### src/rtl/mem_exc_stage_if.sv
// EX->MEM->WB bundle for the MEM exception stage.
// The master side is EX/WB/CP0; the slave side is the MEM stage.
interface mem_exc_stage_if #(
  parameter int PC_W  = 32,
  parameter int EXC_W = 5
);
  logic             em_valid;
  logic             ms_allowin;
  logic [PC_W-1:0]  em_pc;
  logic             em_bd;
  logic             em_exc;
  logic [EXC_W-1:0] em_exccode;
  logic [PC_W-1:0]  em_badvaddr;
  logic             em_ov;
  logic             em_load;
  logic             em_store;
  logic [1:0]       em_size;
  logic [PC_W-1:0]  em_addr;
  logic             em_eret;
  logic             em_mtc0;
  logic             em_mfc0;
  logic [5:0]       em_cp0_addr;
  logic             ws_allowin;
  logic             flush;
  logic             data_req;
  logic             valid_r;
  logic             mem_to_wb_exception_r;
  logic             mem_to_wb_bd_r;
  logic             mem_to_wb_eret_r;
  logic             mem_to_wb_mtc0_op_r;
  logic [EXC_W-1:0] mem_to_wb_ExcCode_r;
  logic [PC_W-1:0]  mem_to_wb_PC_r;
  logic [PC_W-1:0]  error_VAddr;
  logic [5:0]       cp0_addr;

  modport master (
    output em_valid, em_pc, em_bd, em_exc, em_exccode, em_badvaddr, em_ov,
           em_load, em_store, em_size, em_addr, em_eret, em_mtc0, em_mfc0,
           em_cp0_addr, ws_allowin, flush,
    input  ms_allowin, data_req, valid_r, mem_to_wb_exception_r, mem_to_wb_bd_r,
           mem_to_wb_eret_r, mem_to_wb_mtc0_op_r, mem_to_wb_ExcCode_r,
           mem_to_wb_PC_r, error_VAddr, cp0_addr
  );

  modport slave (
    input  em_valid, em_pc, em_bd, em_exc, em_exccode, em_badvaddr, em_ov,
           em_load, em_store, em_size, em_addr, em_eret, em_mtc0, em_mfc0,
           em_cp0_addr, ws_allowin, flush,
    output ms_allowin, data_req, valid_r, mem_to_wb_exception_r, mem_to_wb_bd_r,
           mem_to_wb_eret_r, mem_to_wb_mtc0_op_r, mem_to_wb_ExcCode_r,
           mem_to_wb_PC_r, error_VAddr, cp0_addr
  );
endinterface

### src/rtl/mem_exc_stage.sv
// MEM stage: latches the EX bundle, detects alignment/overflow faults, merges them
// with upstream exceptions into one prioritized record and registers it for CP0 in WB.
module mem_exc_stage #(
  parameter int PC_W  = 32,
  parameter int EXC_W = 5
) (
  input  logic            clk,
  input  logic            rst,
  mem_exc_stage_if.slave  bus
);
  localparam logic [EXC_W-1:0] EXC_OV   = EXC_W'(5'h0C);
  localparam logic [EXC_W-1:0] EXC_ADEL = EXC_W'(5'h04);
  localparam logic [EXC_W-1:0] EXC_ADES = EXC_W'(5'h05);

  logic             ms_valid_q;
  logic [PC_W-1:0]  ms_pc_q;
  logic             ms_bd_q;
  logic             ms_em_exc_q;
  logic [EXC_W-1:0] ms_exccode_q;
  logic [PC_W-1:0]  ms_badvaddr_q;
  logic             ms_ov_q;
  logic             ms_load_q;
  logic             ms_store_q;
  logic [1:0]       ms_size_q;
  logic [PC_W-1:0]  ms_addr_q;
  logic             ms_eret_q;
  logic             ms_mtc0_q;
  logic [5:0]       ms_cp0_addr_q;

  logic             wb_valid_q;
  logic             wb_exc_q;
  logic             wb_bd_q;
  logic             wb_eret_q;
  logic             wb_mtc0_q;
  logic [EXC_W-1:0] wb_exccode_q;
  logic [PC_W-1:0]  wb_pc_q;
  logic [PC_W-1:0]  wb_vaddr_q;
  logic [5:0]       wb_cp0_addr_q;

  logic             exc_d;
  logic [EXC_W-1:0] exccode_d;
  logic [PC_W-1:0]  vaddr_d;
  logic             misalign;
  logic             shadow;
  logic             ms_allowin;

  assign ms_allowin = !ms_valid_q || bus.ws_allowin;
  assign misalign   = (ms_size_q == 2'd1 && ms_addr_q[0]) ||
                      (ms_size_q >= 2'd2 && ms_addr_q[1:0] != 2'b00);
  // An excepting or eret instruction in WB blocks any younger memory access.
  assign shadow     = wb_valid_q && (wb_exc_q || wb_eret_q);

  always_comb begin
    exc_d     = 1'b0;
    exccode_d = '0;
    vaddr_d   = '0;
    if (ms_em_exc_q) begin
      exc_d     = 1'b1;
      exccode_d = ms_exccode_q;
      vaddr_d   = ms_badvaddr_q;
    end else if (ms_ov_q) begin
      exc_d     = 1'b1;
      exccode_d = EXC_OV;
    end else if (ms_load_q && misalign) begin
      exc_d     = 1'b1;
      exccode_d = EXC_ADEL;
      vaddr_d   = ms_addr_q;
    end else if (ms_store_q && misalign) begin
      exc_d     = 1'b1;
      exccode_d = EXC_ADES;
      vaddr_d   = ms_addr_q;
    end
  end

  always_ff @(posedge clk) begin
    if (rst) begin
      ms_valid_q    <= 1'b0;
      ms_pc_q       <= '0;
      ms_bd_q       <= 1'b0;
      ms_em_exc_q   <= 1'b0;
      ms_exccode_q  <= '0;
      ms_badvaddr_q <= '0;
      ms_ov_q       <= 1'b0;
      ms_load_q     <= 1'b0;
      ms_store_q    <= 1'b0;
      ms_size_q     <= '0;
      ms_addr_q     <= '0;
      ms_eret_q     <= 1'b0;
      ms_mtc0_q     <= 1'b0;
      ms_cp0_addr_q <= '0;
      wb_valid_q    <= 1'b0;
      wb_exc_q      <= 1'b0;
      wb_bd_q       <= 1'b0;
      wb_eret_q     <= 1'b0;
      wb_mtc0_q     <= 1'b0;
      wb_exccode_q  <= '0;
      wb_pc_q       <= '0;
      wb_vaddr_q    <= '0;
      wb_cp0_addr_q <= '0;
    end else begin
      if (bus.flush)       ms_valid_q <= 1'b0;
      else if (ms_allowin) ms_valid_q <= bus.em_valid;

      if (bus.em_valid && ms_allowin && !bus.flush) begin
        ms_pc_q       <= bus.em_pc;
        ms_bd_q       <= bus.em_bd;
        ms_em_exc_q   <= bus.em_exc;
        ms_exccode_q  <= bus.em_exccode;
        ms_badvaddr_q <= bus.em_badvaddr;
        ms_ov_q       <= bus.em_ov;
        ms_load_q     <= bus.em_load;
        ms_store_q    <= bus.em_store;
        ms_size_q     <= bus.em_size;
        ms_addr_q     <= bus.em_addr;
        ms_eret_q     <= bus.em_eret;
        ms_mtc0_q     <= bus.em_mtc0;
        ms_cp0_addr_q <= bus.em_cp0_addr;
      end

      if (bus.flush)           wb_valid_q <= 1'b0;
      else if (bus.ws_allowin) wb_valid_q <= ms_valid_q;

      // Payload may go stale across a flush; WB qualifies it with valid_r.
      if (bus.ws_allowin) begin
        wb_exc_q      <= exc_d;
        wb_bd_q       <= ms_bd_q;
        wb_eret_q     <= ms_eret_q && !exc_d;
        wb_mtc0_q     <= ms_mtc0_q && !exc_d;
        wb_exccode_q  <= exccode_d;
        wb_pc_q       <= ms_pc_q;
        wb_vaddr_q    <= vaddr_d;
        wb_cp0_addr_q <= ms_cp0_addr_q;
      end
    end
  end

  assign bus.ms_allowin            = ms_allowin;
  assign bus.data_req              = ms_valid_q && (ms_load_q || ms_store_q) && !exc_d &&
                                     !shadow && !bus.flush;
  assign bus.valid_r               = wb_valid_q;
  assign bus.mem_to_wb_exception_r = wb_exc_q;
  assign bus.mem_to_wb_bd_r        = wb_bd_q;
  assign bus.mem_to_wb_eret_r      = wb_eret_q;
  assign bus.mem_to_wb_mtc0_op_r   = wb_mtc0_q;
  assign bus.mem_to_wb_ExcCode_r   = wb_exccode_q;
  assign bus.mem_to_wb_PC_r        = wb_pc_q;
  assign bus.error_VAddr           = wb_vaddr_q;
  assign bus.cp0_addr              = wb_cp0_addr_q;
endmodule

### src/flat_wrapper.sv
// flat-port wrapper written by rule: the top's interface ports become plain ports
module mem_exc_stage_flat 
#(
  parameter int PC_W  = 32,
  parameter int EXC_W = 5
)
  (clk, rst, bus_em_valid, bus_em_pc, bus_em_bd, bus_em_exc, bus_em_exccode, bus_em_badvaddr, bus_em_ov, bus_em_load, bus_em_store, bus_em_size, bus_em_addr, bus_em_eret, bus_em_mtc0, bus_em_mfc0, bus_em_cp0_addr, bus_ws_allowin, bus_flush, bus_ms_allowin, bus_data_req, bus_valid_r, bus_mem_to_wb_exception_r, bus_mem_to_wb_bd_r, bus_mem_to_wb_eret_r, bus_mem_to_wb_mtc0_op_r, bus_mem_to_wb_ExcCode_r, bus_mem_to_wb_PC_r, bus_error_VAddr, bus_cp0_addr);
  mem_exc_stage_if #(.PC_W(PC_W), .EXC_W(EXC_W)) bus_i ();
  input  logic clk;
  input  logic rst;
  input wire logic [$bits(bus_i.em_valid)-1:0] bus_em_valid;
  input wire logic [$bits(bus_i.em_pc)-1:0] bus_em_pc;
  input wire logic [$bits(bus_i.em_bd)-1:0] bus_em_bd;
  input wire logic [$bits(bus_i.em_exc)-1:0] bus_em_exc;
  input wire logic [$bits(bus_i.em_exccode)-1:0] bus_em_exccode;
  input wire logic [$bits(bus_i.em_badvaddr)-1:0] bus_em_badvaddr;
  input wire logic [$bits(bus_i.em_ov)-1:0] bus_em_ov;
  input wire logic [$bits(bus_i.em_load)-1:0] bus_em_load;
  input wire logic [$bits(bus_i.em_store)-1:0] bus_em_store;
  input wire logic [$bits(bus_i.em_size)-1:0] bus_em_size;
  input wire logic [$bits(bus_i.em_addr)-1:0] bus_em_addr;
  input wire logic [$bits(bus_i.em_eret)-1:0] bus_em_eret;
  input wire logic [$bits(bus_i.em_mtc0)-1:0] bus_em_mtc0;
  input wire logic [$bits(bus_i.em_mfc0)-1:0] bus_em_mfc0;
  input wire logic [$bits(bus_i.em_cp0_addr)-1:0] bus_em_cp0_addr;
  input wire logic [$bits(bus_i.ws_allowin)-1:0] bus_ws_allowin;
  input wire logic [$bits(bus_i.flush)-1:0] bus_flush;
  output wire logic [$bits(bus_i.ms_allowin)-1:0] bus_ms_allowin;
  output wire logic [$bits(bus_i.data_req)-1:0] bus_data_req;
  output wire logic [$bits(bus_i.valid_r)-1:0] bus_valid_r;
  output wire logic [$bits(bus_i.mem_to_wb_exception_r)-1:0] bus_mem_to_wb_exception_r;
  output wire logic [$bits(bus_i.mem_to_wb_bd_r)-1:0] bus_mem_to_wb_bd_r;
  output wire logic [$bits(bus_i.mem_to_wb_eret_r)-1:0] bus_mem_to_wb_eret_r;
  output wire logic [$bits(bus_i.mem_to_wb_mtc0_op_r)-1:0] bus_mem_to_wb_mtc0_op_r;
  output wire logic [$bits(bus_i.mem_to_wb_ExcCode_r)-1:0] bus_mem_to_wb_ExcCode_r;
  output wire logic [$bits(bus_i.mem_to_wb_PC_r)-1:0] bus_mem_to_wb_PC_r;
  output wire logic [$bits(bus_i.error_VAddr)-1:0] bus_error_VAddr;
  output wire logic [$bits(bus_i.cp0_addr)-1:0] bus_cp0_addr;
  assign bus_i.em_valid = bus_em_valid;
  assign bus_i.em_pc = bus_em_pc;
  assign bus_i.em_bd = bus_em_bd;
  assign bus_i.em_exc = bus_em_exc;
  assign bus_i.em_exccode = bus_em_exccode;
  assign bus_i.em_badvaddr = bus_em_badvaddr;
  assign bus_i.em_ov = bus_em_ov;
  assign bus_i.em_load = bus_em_load;
  assign bus_i.em_store = bus_em_store;
  assign bus_i.em_size = bus_em_size;
  assign bus_i.em_addr = bus_em_addr;
  assign bus_i.em_eret = bus_em_eret;
  assign bus_i.em_mtc0 = bus_em_mtc0;
  assign bus_i.em_mfc0 = bus_em_mfc0;
  assign bus_i.em_cp0_addr = bus_em_cp0_addr;
  assign bus_i.ws_allowin = bus_ws_allowin;
  assign bus_i.flush = bus_flush;
  assign bus_ms_allowin = bus_i.ms_allowin;
  assign bus_data_req = bus_i.data_req;
  assign bus_valid_r = bus_i.valid_r;
  assign bus_mem_to_wb_exception_r = bus_i.mem_to_wb_exception_r;
  assign bus_mem_to_wb_bd_r = bus_i.mem_to_wb_bd_r;
  assign bus_mem_to_wb_eret_r = bus_i.mem_to_wb_eret_r;
  assign bus_mem_to_wb_mtc0_op_r = bus_i.mem_to_wb_mtc0_op_r;
  assign bus_mem_to_wb_ExcCode_r = bus_i.mem_to_wb_ExcCode_r;
  assign bus_mem_to_wb_PC_r = bus_i.mem_to_wb_PC_r;
  assign bus_error_VAddr = bus_i.error_VAddr;
  assign bus_cp0_addr = bus_i.cp0_addr;
  mem_exc_stage #(.PC_W(PC_W), .EXC_W(EXC_W)) u_core (.clk(clk), .rst(rst), .bus(bus_i));
endmodule
### config.mk
export PLATFORM = sky130hd
export DESIGN_NAME = mem_exc_stage_flat
export DESIGN_NICKNAME = d
export VERILOG_FILES = /design/src/rtl/mem_exc_stage_if.sv /design/src/rtl/mem_exc_stage.sv /design/src/flat_wrapper.sv
export SDC_FILE = /design/constraint.sdc
export NUM_CORES = 1
export LEC_CHECK = 0
export CELL_PAD_IN_SITES_DETAIL_PLACEMENT = 0
export CELL_PAD_IN_SITES_GLOBAL_PLACEMENT = 1
export CORE_UTILIZATION = 36
export DETAILED_ROUTE_END_ITERATION = 6
export PLACE_DENSITY_LB_ADDON = 0.12
export SYNTH_ARGS = -nofsm -noshare
export SYNTH_HDL_FRONTEND = slang
export SYNTH_SLANG_ARGS = --single-unit
### constraint.sdc
create_clock -name clk -period 2.1 [get_ports clk]
set_clock_uncertainty 0.2 [all_clocks]
set_input_delay 0.315 -clock clk [delete_from_list [all_inputs] [get_ports clk]]
set_output_delay 0.315 -clock clk [all_outputs]
set_load 0.005 [all_outputs]
======== Word-level counts from Yosys, hierarchy flattened ========
Cells that the tools add are included.
operators by class
  magnitude comparators ................... 1
  reduce and logical (&&, ||, !) cells .... 23
  multiplexer cells ....................... 12
  equal/unequal tests ..................... 1
operators by type and width
  operator                                                  count
  2-to-1 mux 32 bit                                         4
  2-to-1 mux 5 bit                                          3
  logical AND 1 bit                                         13
  zero test 1 bit                                           4
  logical OR 1 bit                                          4
  2-to-1 mux 1 bit                                          4
  2-to-1 mux 3 bit                                          1
  == test 2 x 1 -> 1 bit, second input constant             1
  greater-or-equal comparator 2 bit, second input constant  1
  nonzero test 2 bit                                        1
  OR reduction 2 bit                                        1
storage, ports and cells
  register bits after elaboration ......... 197
  output and inout port bits .............. 82
  word-level logic and storage cells ...... 60
  bits of input ports ..................... 122

======== Logic depth before layout (Yosys ltp) ========
  word-level depth ........................ 12
  mapped depth ............................ 8
  gate-level depth less buffers ........... 4

======== Worst setup path before layout ========
Ideal clock, no wire load.
  kind .................................... input to register
  start point ............................. input rst
  end point ............................... register u_core.wb_vaddr_q[10] (netlist: u_core.bus.error_VAddr[10])
  data required time ...................... 1.829 ns
  buffers on the path ..................... 2
  setup time .............................. 0.071 ns
  setup slack ............................. 0.242 ns
  cell stages on the path ................. 5
  arrival ................................. 1.587 ns
  cells stage by stage .................... buf_2 > or4b_4 > nor4_4 > buf_6 > o2bb2ai_1
RTL lines
  element               RTL line              text
  from (decl)           flat_wrapper.sv:10    input logic rst;
  to (signal assigned)  mem_exc_stage.sv:131  wb_vaddr_q <= vaddr_d;
  to (decl)             mem_exc_stage.sv:37   logic [PC_W-1:0] wb_vaddr_q;

======== Final worst setup path ========
  start point ............................. register u_core.ms_load_q
  end point ............................... output bus_data_req
between the ends
  word-level cells in the longest chain between the ends .. 8
  elaborated cells on any way between the ends .. 10
  those cells by class .................... 3 x mux; 7 x reduce/logical
RTL lines
  element                             RTL line              text
  from (decl)                         mem_exc_stage.sv:22   logic ms_load_q;
  from (signal assigned)              mem_exc_stage.sv:111  ms_load_q <= bus.em_load;
  logical AND 1 bit                   mem_exc_stage.sv:64   end else if (ms_load_q && misalign) begin
  2-to-1 mux 1 bit                    mem_exc_stage.sv:64
  2-to-1 mux 1 bit                    mem_exc_stage.sv:61   end else if (ms_ov_q) begin
  2-to-1 mux 1 bit                    mem_exc_stage.sv:57   if (ms_em_exc_q) begin
  zero test 1 bit                     mem_exc_stage.sv:138  assign bus.data_req = ms_valid_q && (ms_load_q || ms_store_q) && !exc_d &&
  logical AND 1 bit (*) (2 in a row)  mem_exc_stage.sv:138
  logical AND 1 bit (*)               mem_exc_stage.sv:139  !shadow && !bus.flush;
  to (decl)                           flat_wrapper.sv:29    output wire logic [$bits(bus_i.data_req)-1:0] bus_data_req;
Every way passes the cells marked *; elsewhere a longest branch is shown, timed or not.

==> metrics.md <==
| Metric | Value |
|---|---|
| Total die area | 21,540 sq um |
| Number of global-route vias before repair | around 6,500 |
| Register-to-register setup slack | 0.21 ns |
| RSZ-0062 raised after global routing | no |
| Design Area, Final | ~11,000 sq um |
| Achievable Freq | 0.4923 GHz |
| Post-DR wirelength/cell | ~17 um |
| Leakage | between 3 and 4 nW |
| Post-synthesis net count | around 980 |
| # clock sinks | about 200 |
| Sink of the worst hold path | u_core.bus.mem_to_wb_ExcCode_r[0]$_SDFFE_PP0P_ |
| Met2 Wirelength | around 10,000 um |
| Max Slew Vio Count | 0 |
| Status | complete, no violations |
| DRC | 0 |
| Period minus WS final | around 2.0 ns |
| Post-synthesis cell count | about 860 |
| Pwr per Cell Area | between 700 and 800 nW/um^2 |
| Met1 wire length | between 10,000 and 15,000 um |
| Post-Syn Area | between 7000 and 8000 sq um |
| Cell Area, Placed | slightly below 10,000 sq um |
| Worst path required time | roughly 1.6 ns |
| Least-Margin Pin Slew | between 1 and 1.5 ns |
| Clk slew on worst S/H paths | around 0.070 ns |
| Chip Width | ~150 um |
| Starting density of the core | 37.04% |
| Hold path cells | 3 |
| Kind of critical path | flip-flop to primary output |
| Final period util | between 90% and 100% |
| GPL Wtd Cong | slightly below 0.7 |
| Dpl hpwl | between 10,000 and 15,000 um |
| Synth cell types | 28 |
| 1st-iter DRT viols | a little over 400 |
| Detailed-route wire length | 22,100 um |
| IO Count | between 200 and 250 |
| Number of vias per cell | around 5.2 |
| Slowest cell on the critical path | dfxtp_4 |
| Slew HR | approximately a third |
| First-pass GRT wire length | between 30,000 and 40,000 um |
| CP cell instances | o22ai_4 > o21a_1 > and3_4 > clkdlybuf4s15_1 |
| H-tree Lvls | 4 |
| Setup TNS | 0 ns |
| Top Layer Used | met5 |
| Die height | around 150 um |
| Largest net degree at the start of global routing | just under 200 |
| Top-area cell type share of the netlist area | a little over half |
| Fraction of registers with async set/reset | 0% |
| Worst Path Buf+Inv | 1 |
| Maximum resistive drop on vdd | approximately 0.65 mV |
| Crit Path Max Fanout | 4 |
| Clk Latency, worst-skew pair | between 0.4 and 0.5 ns |
| Worst r2r path cells | 4 |
| Input/output buffers | between 200 and 250 |
| NumNets Final | around 1,100 |
| R2R Path End | u_core.bus.error_VAddr[20]$_SDFFE_PP0P_ |
| Yosys warning count | 0 |
| EDFF count, synth | 0 |
| Reg-to-reg startpoint | u_core.ms_em_exc_q$_SDFFE_PP0P_ |
| Most frequent cells in the layout | 198 x clkdlybuf4s50_1, 193 x dfxtp_1, 154 x a21oi_1 |
| Gr ovfl total | 0 |
| Setup violators final | 0 |
| Global Route Usage Sum | about a fifth |
| Syn_area_per_cell | a little under 9 sq um |
| Final Hold Violating Endpoints | 0 |
| Antenna cells | 0 |
| Hold WS | about 0.034 ns |
| Area growth from synthesis to layout | 39.34% |
| Vias | roughly 6,700 |
| Initial antenna violation count | 2 |
| Remaining antenna violation count | 0 |
| CTS buffer count | 17 |
| Flops & latches, synth | slightly below 200 |
| Post-synth top flop | dfxtp_1 |
| Slowest stage delay, CP | around 0.36 ns |
| 1st-pass router iterations | 4 |
| Register area share after synthesis | around 52% |
| Clock tree buffer depth | 2 |
| Setup crit end kind | primary output |
| CTS tree | yes |
| Crit path launch type | flip-flop |
| Core Region | between 20,000 and 25,000 sq um |
| Yosys top cell by area | dfxtp_1 |
| Critical Path AT | 1.52 ns |
| Clk root buf | clkbuf_16 |
| Max cap viols | 0 |
| Met3 WL post-DR | ~1400 um |
| Area contributors post-synth | dfxtp_1 52%, a21oi_1 10%, o21ai_0 7.8%, nand3_1 7.7%, mux2i_1 5.6% |
| Commonest non-fill, non-tap cell in the layout | clkdlybuf4s50_1 |
| Worst hold path class | input port to flip-flop |
| Rows | 52 |
| Min-Delay Startpoint | rst |
| Share of cells above drive strength 1 | under 10% |
| Delay-heaviest family, CP | flip-flops |
## sequential cells by signal, indices dropped and copies added, names as in the netlist, 2 cells and up
name,flops
u_core.bus.error_VAddr,32
u_core.bus.mem_to_wb_PC_r,32
u_core.ms_addr_q,32
u_core.ms_badvaddr_q,32
u_core.ms_pc_q,32
u_core.bus.cp0_addr,6
u_core.ms_cp0_addr_q,6
u_core.bus.mem_to_wb_ExcCode_r,5
u_core.ms_exccode_q,5
u_core.ms_size_q,2
## how the worst max path moves through the flow
| stage | start | endpoint | slack [ns] | cells after the start |
|---|---|---|---|---|
| final | u_core.ms_load_q$_SDFFE_PP0P_ | bus_data_req | 0.07 | 4 |
| after floorplan | rst | u_core.bus.error_VAddr[10]$_SDFFE_PP0P_ | 0.24 | 5 |
| after detailed placement | bus_flush | bus_data_req | -0.13 | 4 |
| after global routing | u_core.ms_load_q$_SDFFE_PP0P_ | bus_data_req | 0.01 | 4 |
| after CTS | u_core.ms_store_q$_SDFFE_PP0P_ | bus_data_req | 0.01 | 4 |
| after global placement | bus_flush | bus_data_req | -0.12 | 4 |
## kinds of logic after synthesis
group	synth area share [%]
multiplexers	5.573
AO/OA/AOI/OAI	22.64
AND/OR/NAND/NOR	14.48
flip-flops	52.28
buffers and inverters	5.026
## metrics by stage
step                      setup slack [ns]  utilization [%]  instances  total power, mW
final                              0.06891            51.62       1296            8.103
after global routing               0.01250            51.62       1296            8.427
after CTS                          0.01459            51.52       1296            8.193
after detailed placement           -0.1279            48.32       1261            4.786
after global placement             -0.1182            48.32       1261            4.783
after floorplan                     0.2425                -        855            4.355
## power breakdown
part,switching (mW),internal [mW]
combinational,0.370,0.406
clock,1.50,1.90
sequential,0.0649,3.86
## cell type report
type	instances	area, sq um
well taps	270	337.8
fillers	1957	9853
flip-flops and latches	197	3954
clock inverters	12	166.4
multi-input cells	567	3276
inverters	2	10.01
repair buffers	228	2331
clock buffers	20	436.7
## synthesized netlist by cell type (all sizes together), types with 2 or more instances
master	instances
a211oi	2
a21oi	155
buf	24
clkbuf	65
dfxtp	197
inv	2
mux2i	42
nand2b	4
nand3	116
nor2	47
nor2b	37
nor3	3
o2111ai	2
o21ai	117
o2bb2ai	32
## tightest hold or removal path, cell delays in order
cell and delay (ns):
buf_6 0.08, or4b_4 0.13, o32ai_1 0.08
## routing by layer
metal	vias up	GRT usage [%]
met5	-	0
met4	2	3.646
met3	11	7.174
met2	131	33.15
met1	3191	26.69
li1	3363	-
## what timing repair did
action / CTS / global route
hold buffers: 0 / 0
pin swaps: 4 / 3
buffers inserted: 3 / 0
gates resized for setup: 9 / 7
endpoints found under the setup margin: 2 / 2
(Power assumes the default switching activity.)
